[src/rtl/cpu_pkg.sv]
// Shared CPU front-end types and constants.
// Latency: n/a (types only).
// Backpressure: n/a.
package cpu_pkg;

  localparam int XLEN = 32;

  localparam logic [XLEN-1:0] RESET_PC_DEFAULT = 32'h0000_0000;

  localparam logic [XLEN-1:0] NOP = 32'h0000_0013;

  // One queued fetch: the address it came from and the word returned.
  typedef struct packed {
    logic [XLEN-1:0] pc;
    logic [XLEN-1:0] insn;
  } fetch_entry_t;

endpackage

[src/rtl/ifetch_queue_if.sv]
// Fetch-queue bundle: instruction memory port, redirect input, decode output.
// Latency: n/a (wires only).
// Backpressure: decode throttles the queue through id_ready.
interface ifetch_queue_if #(
  parameter int DEPTH = 4
);
  import cpu_pkg::*;

  localparam int CW = $clog2(DEPTH) + 1;

  logic            imem_req;
  logic [XLEN-1:0] imem_addr;
  logic [XLEN-1:0] imem_insn;
  logic            redirect_valid;
  logic [XLEN-1:0] redirect_pc;
  logic            id_ready;
  logic            if_valid;
  logic [XLEN-1:0] if_pc;
  logic [XLEN-1:0] if_insn;
  logic [CW-1:0]   if_count;

  // Fetch unit side.
  modport master (
    output imem_req, imem_addr, if_valid, if_pc, if_insn, if_count,
    input  imem_insn, redirect_valid, redirect_pc, id_ready
  );

  // Memory / pipeline side.
  modport slave (
    input  imem_req, imem_addr, if_valid, if_pc, if_insn, if_count,
    output imem_insn, redirect_valid, redirect_pc, id_ready
  );

endinterface

[src/rtl/fetch_fifo.sv]
// First-word-fall-through FIFO of fetch entries with a synchronous flush.
// Latency: an entry pushed at a clock edge is at the head from the next cycle.
// Backpressure: none internally; the caller must never push into a full queue.
module fetch_fifo
  import cpu_pkg::*;
#(
  parameter int DEPTH = 4
) (
  input  logic                   clk,
  input  logic                   rst_n,
  input  logic                   i_flush,
  input  logic                   i_push,
  input  fetch_entry_t           i_push_dat,
  input  logic                   i_pop,
  output fetch_entry_t           o_head_dat,
  output logic [$clog2(DEPTH):0] o_count
);

  localparam int AW = $clog2(DEPTH);

  fetch_entry_t  r_mem [DEPTH];
  logic [AW-1:0] r_wr_ptr;
  logic [AW-1:0] r_rd_ptr;
  logic [AW:0]   r_count;
  logic          w_do_push;
  logic          w_do_pop;

  // Flush wins over both push and pop; popping an empty queue is ignored.
  assign w_do_push = i_push & ~i_flush;
  assign w_do_pop  = i_pop & ~i_flush & (r_count != '0);

  // Pointer and occupancy update.
  always_ff @(posedge clk or negedge rst_n) begin
    if (!rst_n) begin
      r_wr_ptr <= '0;
      r_rd_ptr <= '0;
      r_count  <= '0;
    end else if (i_flush) begin
      r_wr_ptr <= '0;
      r_rd_ptr <= '0;
      r_count  <= '0;
    end else begin
      if (w_do_push) r_wr_ptr <= r_wr_ptr + AW'(1);
      if (w_do_pop)  r_rd_ptr <= r_rd_ptr + AW'(1);
      if (w_do_push && !w_do_pop)      r_count <= r_count + (AW+1)'(1);
      else if (!w_do_push && w_do_pop) r_count <= r_count - (AW+1)'(1);
    end
  end

  // Storage is not reset; the head is masked while the queue is empty.
  always_ff @(posedge clk) begin
    if (w_do_push) r_mem[r_wr_ptr] <= i_push_dat;
  end

  assign o_head_dat = (r_count != '0) ? r_mem[r_rd_ptr] : '0;
  assign o_count    = r_count;

  // A push into a full queue without a simultaneous pop would lose an entry.
  a_no_overflow : assert property (@(posedge clk) disable iff (!rst_n)
    !(w_do_push && !w_do_pop && (r_count == (AW+1)'(DEPTH))));

endmodule

[src/rtl/ifetch_queue.sv]
// Instruction fetch with a credit-limited queue toward decode and branch redirect.
// Latency: fetch to decode 2 cycles; redirect to first new entry valid 3 cycles.
// Backpressure: id_ready low holds the head; fetch stops once queue + in-flight fill DEPTH.
module ifetch_queue
  import cpu_pkg::*;
#(
  parameter int              DEPTH    = 4,
  parameter logic [XLEN-1:0] RESET_PC = RESET_PC_DEFAULT
) (
  input  logic           clk,
  input  logic           rst_n,
  ifetch_queue_if.master bus
);

  localparam int CW = $clog2(DEPTH) + 1;

  logic [XLEN-1:0] r_fetch_pc;
  logic [XLEN-1:0] r_req_pc;
  logic            r_inflight;
  logic            r_kill;
  logic [CW-1:0]   w_count;
  logic [CW:0]     w_used;
  logic            w_req;
  logic            w_push;
  logic            w_pop;
  logic            w_if_valid;
  fetch_entry_t    w_push_dat;
  fetch_entry_t    w_head_dat;
  logic [1:0]      w_unused_lsb;

  // Credit counts the outstanding fetch but not a pop happening this cycle,
  // so the response slot is always reserved before the request goes out.
  assign w_used = {1'b0, w_count} + {{CW{1'b0}}, r_inflight};
  assign w_req  = rst_n & ~bus.redirect_valid & (w_used < (CW+1)'(DEPTH));

  // A response is dropped if a redirect was seen the cycle before or arrives with it.
  assign w_push     = r_inflight & ~r_kill & ~bus.redirect_valid;
  assign w_push_dat = '{pc: r_req_pc, insn: bus.imem_insn};

  assign w_if_valid = (w_count != '0) & ~bus.redirect_valid;
  assign w_pop      = w_if_valid & bus.id_ready;

  assign w_unused_lsb = bus.redirect_pc[1:0];

  // Fetch PC, in-flight tracking and response kill.
  always_ff @(posedge clk or negedge rst_n) begin
    if (!rst_n) begin
      r_fetch_pc <= RESET_PC;
      r_req_pc   <= '0;
      r_inflight <= 1'b0;
      r_kill     <= 1'b0;
    end else begin
      if (bus.redirect_valid) r_fetch_pc <= {bus.redirect_pc[XLEN-1:2], 2'b00};
      else if (w_req)         r_fetch_pc <= r_fetch_pc + XLEN'(4);
      if (w_req) r_req_pc <= r_fetch_pc;
      r_inflight <= w_req;
      r_kill     <= bus.redirect_valid;
    end
  end

  fetch_fifo #(
    .DEPTH (DEPTH)
  ) u_fifo (
    .clk        (clk),
    .rst_n      (rst_n),
    .i_flush    (bus.redirect_valid),
    .i_push     (w_push),
    .i_push_dat (w_push_dat),
    .i_pop      (w_pop),
    .o_head_dat (w_head_dat),
    .o_count    (w_count)
  );

  assign bus.imem_req  = w_req;
  assign bus.imem_addr = r_fetch_pc;
  assign bus.if_valid  = w_if_valid;
  assign bus.if_pc     = w_head_dat.pc;
  assign bus.if_insn   = w_head_dat.insn;
  assign bus.if_count  = w_count;

endmodule

[src/flat_wrapper.sv]
// flat-port wrapper written by rule: the top's interface ports become plain ports
module ifetch_queue_flat import cpu_pkg::*;
#(
  parameter int              DEPTH    = 4,
  parameter logic [XLEN-1:0] RESET_PC = RESET_PC_DEFAULT
)
  (clk, rst_n, bus_imem_req, bus_imem_addr, bus_if_valid, bus_if_pc, bus_if_insn, bus_if_count, bus_imem_insn, bus_redirect_valid, bus_redirect_pc, bus_id_ready);
  ifetch_queue_if #(.DEPTH(DEPTH)) bus_i ();
  input  logic clk;
  input  logic rst_n;
  output wire logic [$bits(bus_i.imem_req)-1:0] bus_imem_req;
  output wire logic [$bits(bus_i.imem_addr)-1:0] bus_imem_addr;
  output wire logic [$bits(bus_i.if_valid)-1:0] bus_if_valid;
  output wire logic [$bits(bus_i.if_pc)-1:0] bus_if_pc;
  output wire logic [$bits(bus_i.if_insn)-1:0] bus_if_insn;
  output wire logic [$bits(bus_i.if_count)-1:0] bus_if_count;
  input wire logic [$bits(bus_i.imem_insn)-1:0] bus_imem_insn;
  input wire logic [$bits(bus_i.redirect_valid)-1:0] bus_redirect_valid;
  input wire logic [$bits(bus_i.redirect_pc)-1:0] bus_redirect_pc;
  input wire logic [$bits(bus_i.id_ready)-1:0] bus_id_ready;
  assign bus_imem_req = bus_i.imem_req;
  assign bus_imem_addr = bus_i.imem_addr;
  assign bus_if_valid = bus_i.if_valid;
  assign bus_if_pc = bus_i.if_pc;
  assign bus_if_insn = bus_i.if_insn;
  assign bus_if_count = bus_i.if_count;
  assign bus_i.imem_insn = bus_imem_insn;
  assign bus_i.redirect_valid = bus_redirect_valid;
  assign bus_i.redirect_pc = bus_redirect_pc;
  assign bus_i.id_ready = bus_id_ready;
  ifetch_queue #(.DEPTH(DEPTH), .RESET_PC(RESET_PC)) u_core (.clk(clk), .rst_n(rst_n), .bus(bus_i));
endmodule
[config.mk]
export PLATFORM = sky130hd
export DESIGN_NAME = ifetch_queue_flat
export DESIGN_NICKNAME = d
export VERILOG_FILES = /design/src/rtl/cpu_pkg.sv /design/src/rtl/ifetch_queue_if.sv /design/src/rtl/fetch_fifo.sv /design/src/rtl/ifetch_queue.sv /design/src/flat_wrapper.sv
export SDC_FILE = /design/constraint.sdc
export NUM_CORES = 1
export LEC_CHECK = 0
export ABC_CLOCK_PERIOD_IN_PS = 3850
export CAP_MARGIN = 20
export CORE_UTILIZATION = 35
export CTS_BUF_LIST = sky130_fd_sc_hd__clkbuf_16
export CTS_CLUSTER_DIAMETER = 30
export DETAILED_ROUTE_END_ITERATION = 7
export SYNTH_ARGS = -nofsm -noshare
export SYNTH_HDL_FRONTEND = slang
export SYNTH_HIERARCHICAL = 1
export SYNTH_SLANG_ARGS = --single-unit
[constraint.sdc]
create_clock -name clk -period 3.85 [get_ports clk]
set_input_delay 0.77 -clock clk [delete_from_list [all_inputs] [get_ports clk]]
set_output_delay 0.77 -clock clk [all_outputs]
set_load 0.03 [all_outputs]
==> run_summary.xml <==
<?xml version="1.0" encoding="UTF-8"?>
<metrics>
  <group name="routing">
    <metric name="remaining_drc_errors" unit="">0</metric>
    <metric name="detail_route.vias_per_cell" unit="">4.960</metric>
    <metric name="drt_pass1_iterations" unit="">5</metric>
    <metric name="final_ant_viol_nets" unit="">0</metric>
    <metric name="drt_iter0_drc" unit="">390</metric>
    <metric name="post_drt_wl_per_cell" unit="um">19.16</metric>
    <metric name="via_count" unit="">7882</metric>
    <metric name="wl" unit="mm">30.44</metric>
  </group>
  <group name="sta">
    <metric name="maxSlewViolCount" unit="">0</metric>
    <metric name="rsz0062_at_grt" unit="">no</metric>
    <metric name="worst_slack" unit="ns">0.1794</metric>
    <metric name="final.setup.tns" unit="ns">0</metric>
    <metric name="maxSlewHeadroom" unit="%">29.98</metric>
    <metric name="clock_skew" unit="ns">0.02385</metric>
    <metric name="timing_hold_violations_final" unit="">0</metric>
    <metric name="timing.final.crit_period" unit="ns">3.671</metric>
    <metric name="max_slew.worst_pin.slew" unit="ns">1.046</metric>
    <metric name="post-route-period-util" unit="%">95.34</metric>
    <metric name="report.final.setup_viol" unit="">0</metric>
    <metric name="peak_freq" unit="GHz">0.2724</metric>
  </group>
  <group name="cts">
    <metric name="worst_setup_hold_path_clk_slew" unit="ns">0.05</metric>
    <metric name="number_of_gates_resized_after_cts" unit="">0</metric>
    <metric name="clk_root_buffer_cell" unit="">sky130_fd_sc_hd__clkbuf_16</metric>
    <metric name="clock_path_buffers" unit="">3</metric>
    <metric name="h-tree-depth" unit="">3</metric>
    <metric name="cts_sinks" unit="">325</metric>
    <metric name="clkLatencyLatePin" unit="ns">0.56</metric>
    <metric name="cts_setup_buffers" unit="">0</metric>
    <metric name="cts_inserted_buffers" unit="">70</metric>
    <metric name="cts_tree" unit="">built</metric>
    <metric name="cts_hold_buffers" unit="">0</metric>
  </group>
  <group name="finish">
    <metric name="insertedDiodeCount" unit="">0</metric>
    <metric name="mostFrequentLayoutCell" unit="">sky130_fd_sc_hd__edfxtp_1</metric>
    <metric name="area_growth_syn_to_layout" unit="%">35.90</metric>
    <metric name="mostFrequentLayoutCells" unit="">sky130_fd_sc_hd__edfxtp_1 (256), sky130_fd_sc_hd__clkdlybuf4s50_1 (161), sky130_fd_sc_hd__nand2_1 (124), sky130_fd_sc_hd__clkbuf_16 (71), sky130_fd_sc_hd__and2_1 (68)</metric>
    <metric name="final_nets" unit="">1102</metric>
    <metric name="n_fill_cell" unit="">3133</metric>
    <metric name="layout-drive-gt1-share" unit="%">20.28</metric>
  </group>
  <group name="yosys">
    <metric name="yosysWarningCount" unit="">6</metric>
    <metric name="yosys_most_used_dff" unit="">sky130_fd_sc_hd__edfxtp_1</metric>
    <metric name="yosysSeqAreaShare" unit="%">71.34</metric>
    <metric name="post_synth_inst_count" unit="">801</metric>
    <metric name="synth_area_per_cell" unit="um^2">16.47</metric>
    <metric name="yosys_register_bits" unit="">325</metric>
    <metric name="synthTopCellsByArea" unit="">sky130_fd_sc_hd__edfxtp_1 (58%), sky130_fd_sc_hd__dfrtp_1 (13%), sky130_fd_sc_hd__mux4_2 (11%), sky130_fd_sc_hd__nand2_1 (3.5%), sky130_fd_sc_hd__and2_1 (3.4%)</metric>
    <metric name="synth.largest_area_cell" unit="">sky130_fd_sc_hd__edfxtp_1</metric>
    <metric name="ys_async_sr_fraction" unit="%">21.23</metric>
    <metric name="number_of_distinct_library_cells_after_synthesis" unit="">58</metric>
    <metric name="post-synth-top-area-fraction" unit="%">58.26</metric>
    <metric name="synth_edf_count" unit="">256</metric>
    <metric name="mappedNetlistArea" unit="um^2">13200</metric>
  </group>
  <group name="critical_path">
    <metric name="worstSetupEndpointType" unit="">primary output</metric>
    <metric name="cp_max_fo" unit="">27</metric>
    <metric name="worst-setup-path-type" unit="">reg -&gt; out</metric>
    <metric name="start_kind" unit="">flop</metric>
    <metric name="r2r-end" unit="">u_core/u_fifo/o_count[2]</metric>
    <metric name="r2r_setup_slack" unit="ns">1.31</metric>
    <metric name="cp_data_required_time" unit="ns">3.08</metric>
    <metric name="critical_path.startpoint" unit="">u_core/u_fifo/r_rd_ptr[0]</metric>
    <metric name="worstRegToRegCells" unit="">9</metric>
    <metric name="r2r-start" unit="">u_core/u_fifo/o_count[0]</metric>
    <metric name="worstPathArrival" unit="ns">2.90</metric>
  </group>
  <group name="global_routing">
    <metric name="overflow" unit="">0</metric>
    <metric name="grt_antenna_before_repair" unit="">0</metric>
    <metric name="grt_pass1_wl" unit="mm">47.51</metric>
    <metric name="grt_start_max_net_pins" unit="">70</metric>
    <metric name="grt_pass1_vias" unit="">8210</metric>
    <metric name="grt_use_total" unit="%">16.27</metric>
  </group>
  <group name="floorplan">
    <metric name="core-area" unit="um^2">36870</metric>
    <metric name="die_w" unit="um">196.2</metric>
    <metric name="floorplan.die_area" unit="um^2">38480</metric>
    <metric name="die_y" unit="um">196.2</metric>
    <metric name="start_util" unit="%">35.79</metric>
    <metric name="design.portCount" unit="">169</metric>
    <metric name="placementRows" unit="">70</metric>
  </group>
  <group name="power_and_ir_drop">
    <metric name="p_leak" unit="nW">6.354</metric>
    <metric name="vdd_ir_drop_max" unit="V">0.0002842</metric>
    <metric name="power.density_cell_area" unit="nW/um^2">607.0</metric>
  </group>
  <group name="flow_run">
    <metric name="timing.max_cap.violations" unit="">0</metric>
  </group>
  <group name="place">
    <metric name="dp_hpwl" unit="mm">18.62</metric>
    <metric name="routabilityCongestion" unit="">0.7762</metric>
    <metric name="worst_setup_slack_post_dpl" unit="ns">0.5287</metric>
    <metric name="port-buffer-count" unit="">164</metric>
  </group>
  <group name="min_path">
    <metric name="worstHoldPathType" unit="">in -&gt; async</metric>
  </group>
  <group name="status">
    <metric name="outcome" unit="">finished clean</metric>
  </group>
</metrics>
per-layer routing:
| layer | global-route usage [%] | wire length (um) | vias to the layer above |
|---|---|---|---|
| met2 | 25.60 | 14530 | 271 |
| li1 | - | - | 3565 |
| met5 | 0 | 0 | - |
| met3 | 4.934 | 2045 | 41 |
| met4 | 5.122 | 443 | 0 |
| met1 | 21.60 | 13420 | 4005 |
synthesized netlist by cell type (9+ instances only):
master	instances
sky130_fd_sc_hd__mux4_2	64
sky130_fd_sc_hd__nand4_1	9
sky130_fd_sc_hd__o211ai_1	9
sky130_fd_sc_hd__inv_1	9
sky130_fd_sc_hd__o21ai_0	13
sky130_fd_sc_hd__buf_2	14
sky130_fd_sc_hd__edfxtp_1	256
sky130_fd_sc_hd__nor2_1	16
sky130_fd_sc_hd__nand3_1	20
sky130_fd_sc_hd__a21oi_1	9
sky130_fd_sc_hd__nand2_1	124
sky130_fd_sc_hd__dfrtp_1	69
sky130_fd_sc_hd__and2_1	72
sky130_fd_sc_hd__clkbuf_1	21
worst max path at each step:
stage,slack (ns),endpoint,cells after the start
floorplan,0.62,u_core/u_fifo/r_mem[0][0],6
global placement,0.62,u_core/u_fifo/o_count[2],9
detailed placement,0.53,u_core/u_fifo/o_count[2],9
CTS,0.08,bus_if_pc[0],4
global route,0.01,bus_if_pc[0],4
finish,0.18,bus_if_pc[0],4
critical path: stages (launching register included):
cell,delay (ns)
sky130_fd_sc_hd__dfrtp_4,0.70
sky130_fd_sc_hd__buf_12,0.30
sky130_fd_sc_hd__mux4_2,0.53
sky130_fd_sc_hd__and2_1,0.17
sky130_fd_sc_hd__clkdlybuf4s50_1,0.61
stage by stage:
stage / total power, W / util (%) / hold WS [ns] / std cells / cell area, um^2
finish: 0.01088 / 48.63 / 0.4835 / 1589 / 17930
global route: 0.01126 / 48.63 / 0.5364 / 1589 / 17930
CTS: 0.01102 / 48.63 / 0.5021 / 1589 / 17930
detailed placement: 0.005180 / 42.31 / 0.5083 / 1460 / 15600
global placement: 0.005167 / 42.31 / 0.4953 / 1460 / 15600
floorplan: 0.004669 / - / 0.4744 / 810 / 13230
cells by family (layout without fill, tap and decap cells):
| logic type | count (synthesis) | count (layout) | synth area share [%] |
|---|---|---|---|
| compound gates | 70 | 70 | 3.888 |
| xor+xnor | 7 | 7 | 0.4646 |
| fa+ha+maj | 6 | 6 | 0.6258 |
| buf+inv | 53 | 328 | 2.039 |
| flops | 325 | 325 | 71.34 |
| mux | 65 | 65 | 11.00 |
| other cells | 1 | 10 | 0.02842 |
| simple gates | 274 | 274 | 10.61 |
state kept, by name, indices dropped and copies added (netlist names):
register and count:
u_core/u_fifo/r_wr_ptr 2, u_core/r_inflight 1, u_core/r_kill 1, u_core/u_fifo/r_rd_ptr 2
u_core/r_req_pc 30, u_core/u_fifo/o_count 3, u_core/bus.imem_addr 30, u_core/u_fifo/r_mem 256
layout make-up:
cell class / count / area, um^2 / area share (%)
Timing Repair Buffer: 190 / 1954 / 10.90
Inverter: 9 / 33.78 / 0.1884
Multi-Input combinational cell: 432 / 3562 / 19.86
Sequential cell: 325 / 9422 / 52.54
Clock inverter: 58 / 553.0 / 3.084
Tap cell: 504 / 630.6 / 3.517
Clock buffer: 71 / 1777 / 9.908
power by group:
group	internal [W]	switching, W
sequential	0.00396	0.000154
clock	0.00385	0.00192
combinational	0.000421	0.000577
total	0.00823	0.00266
(Power assumes the default switching activity.)
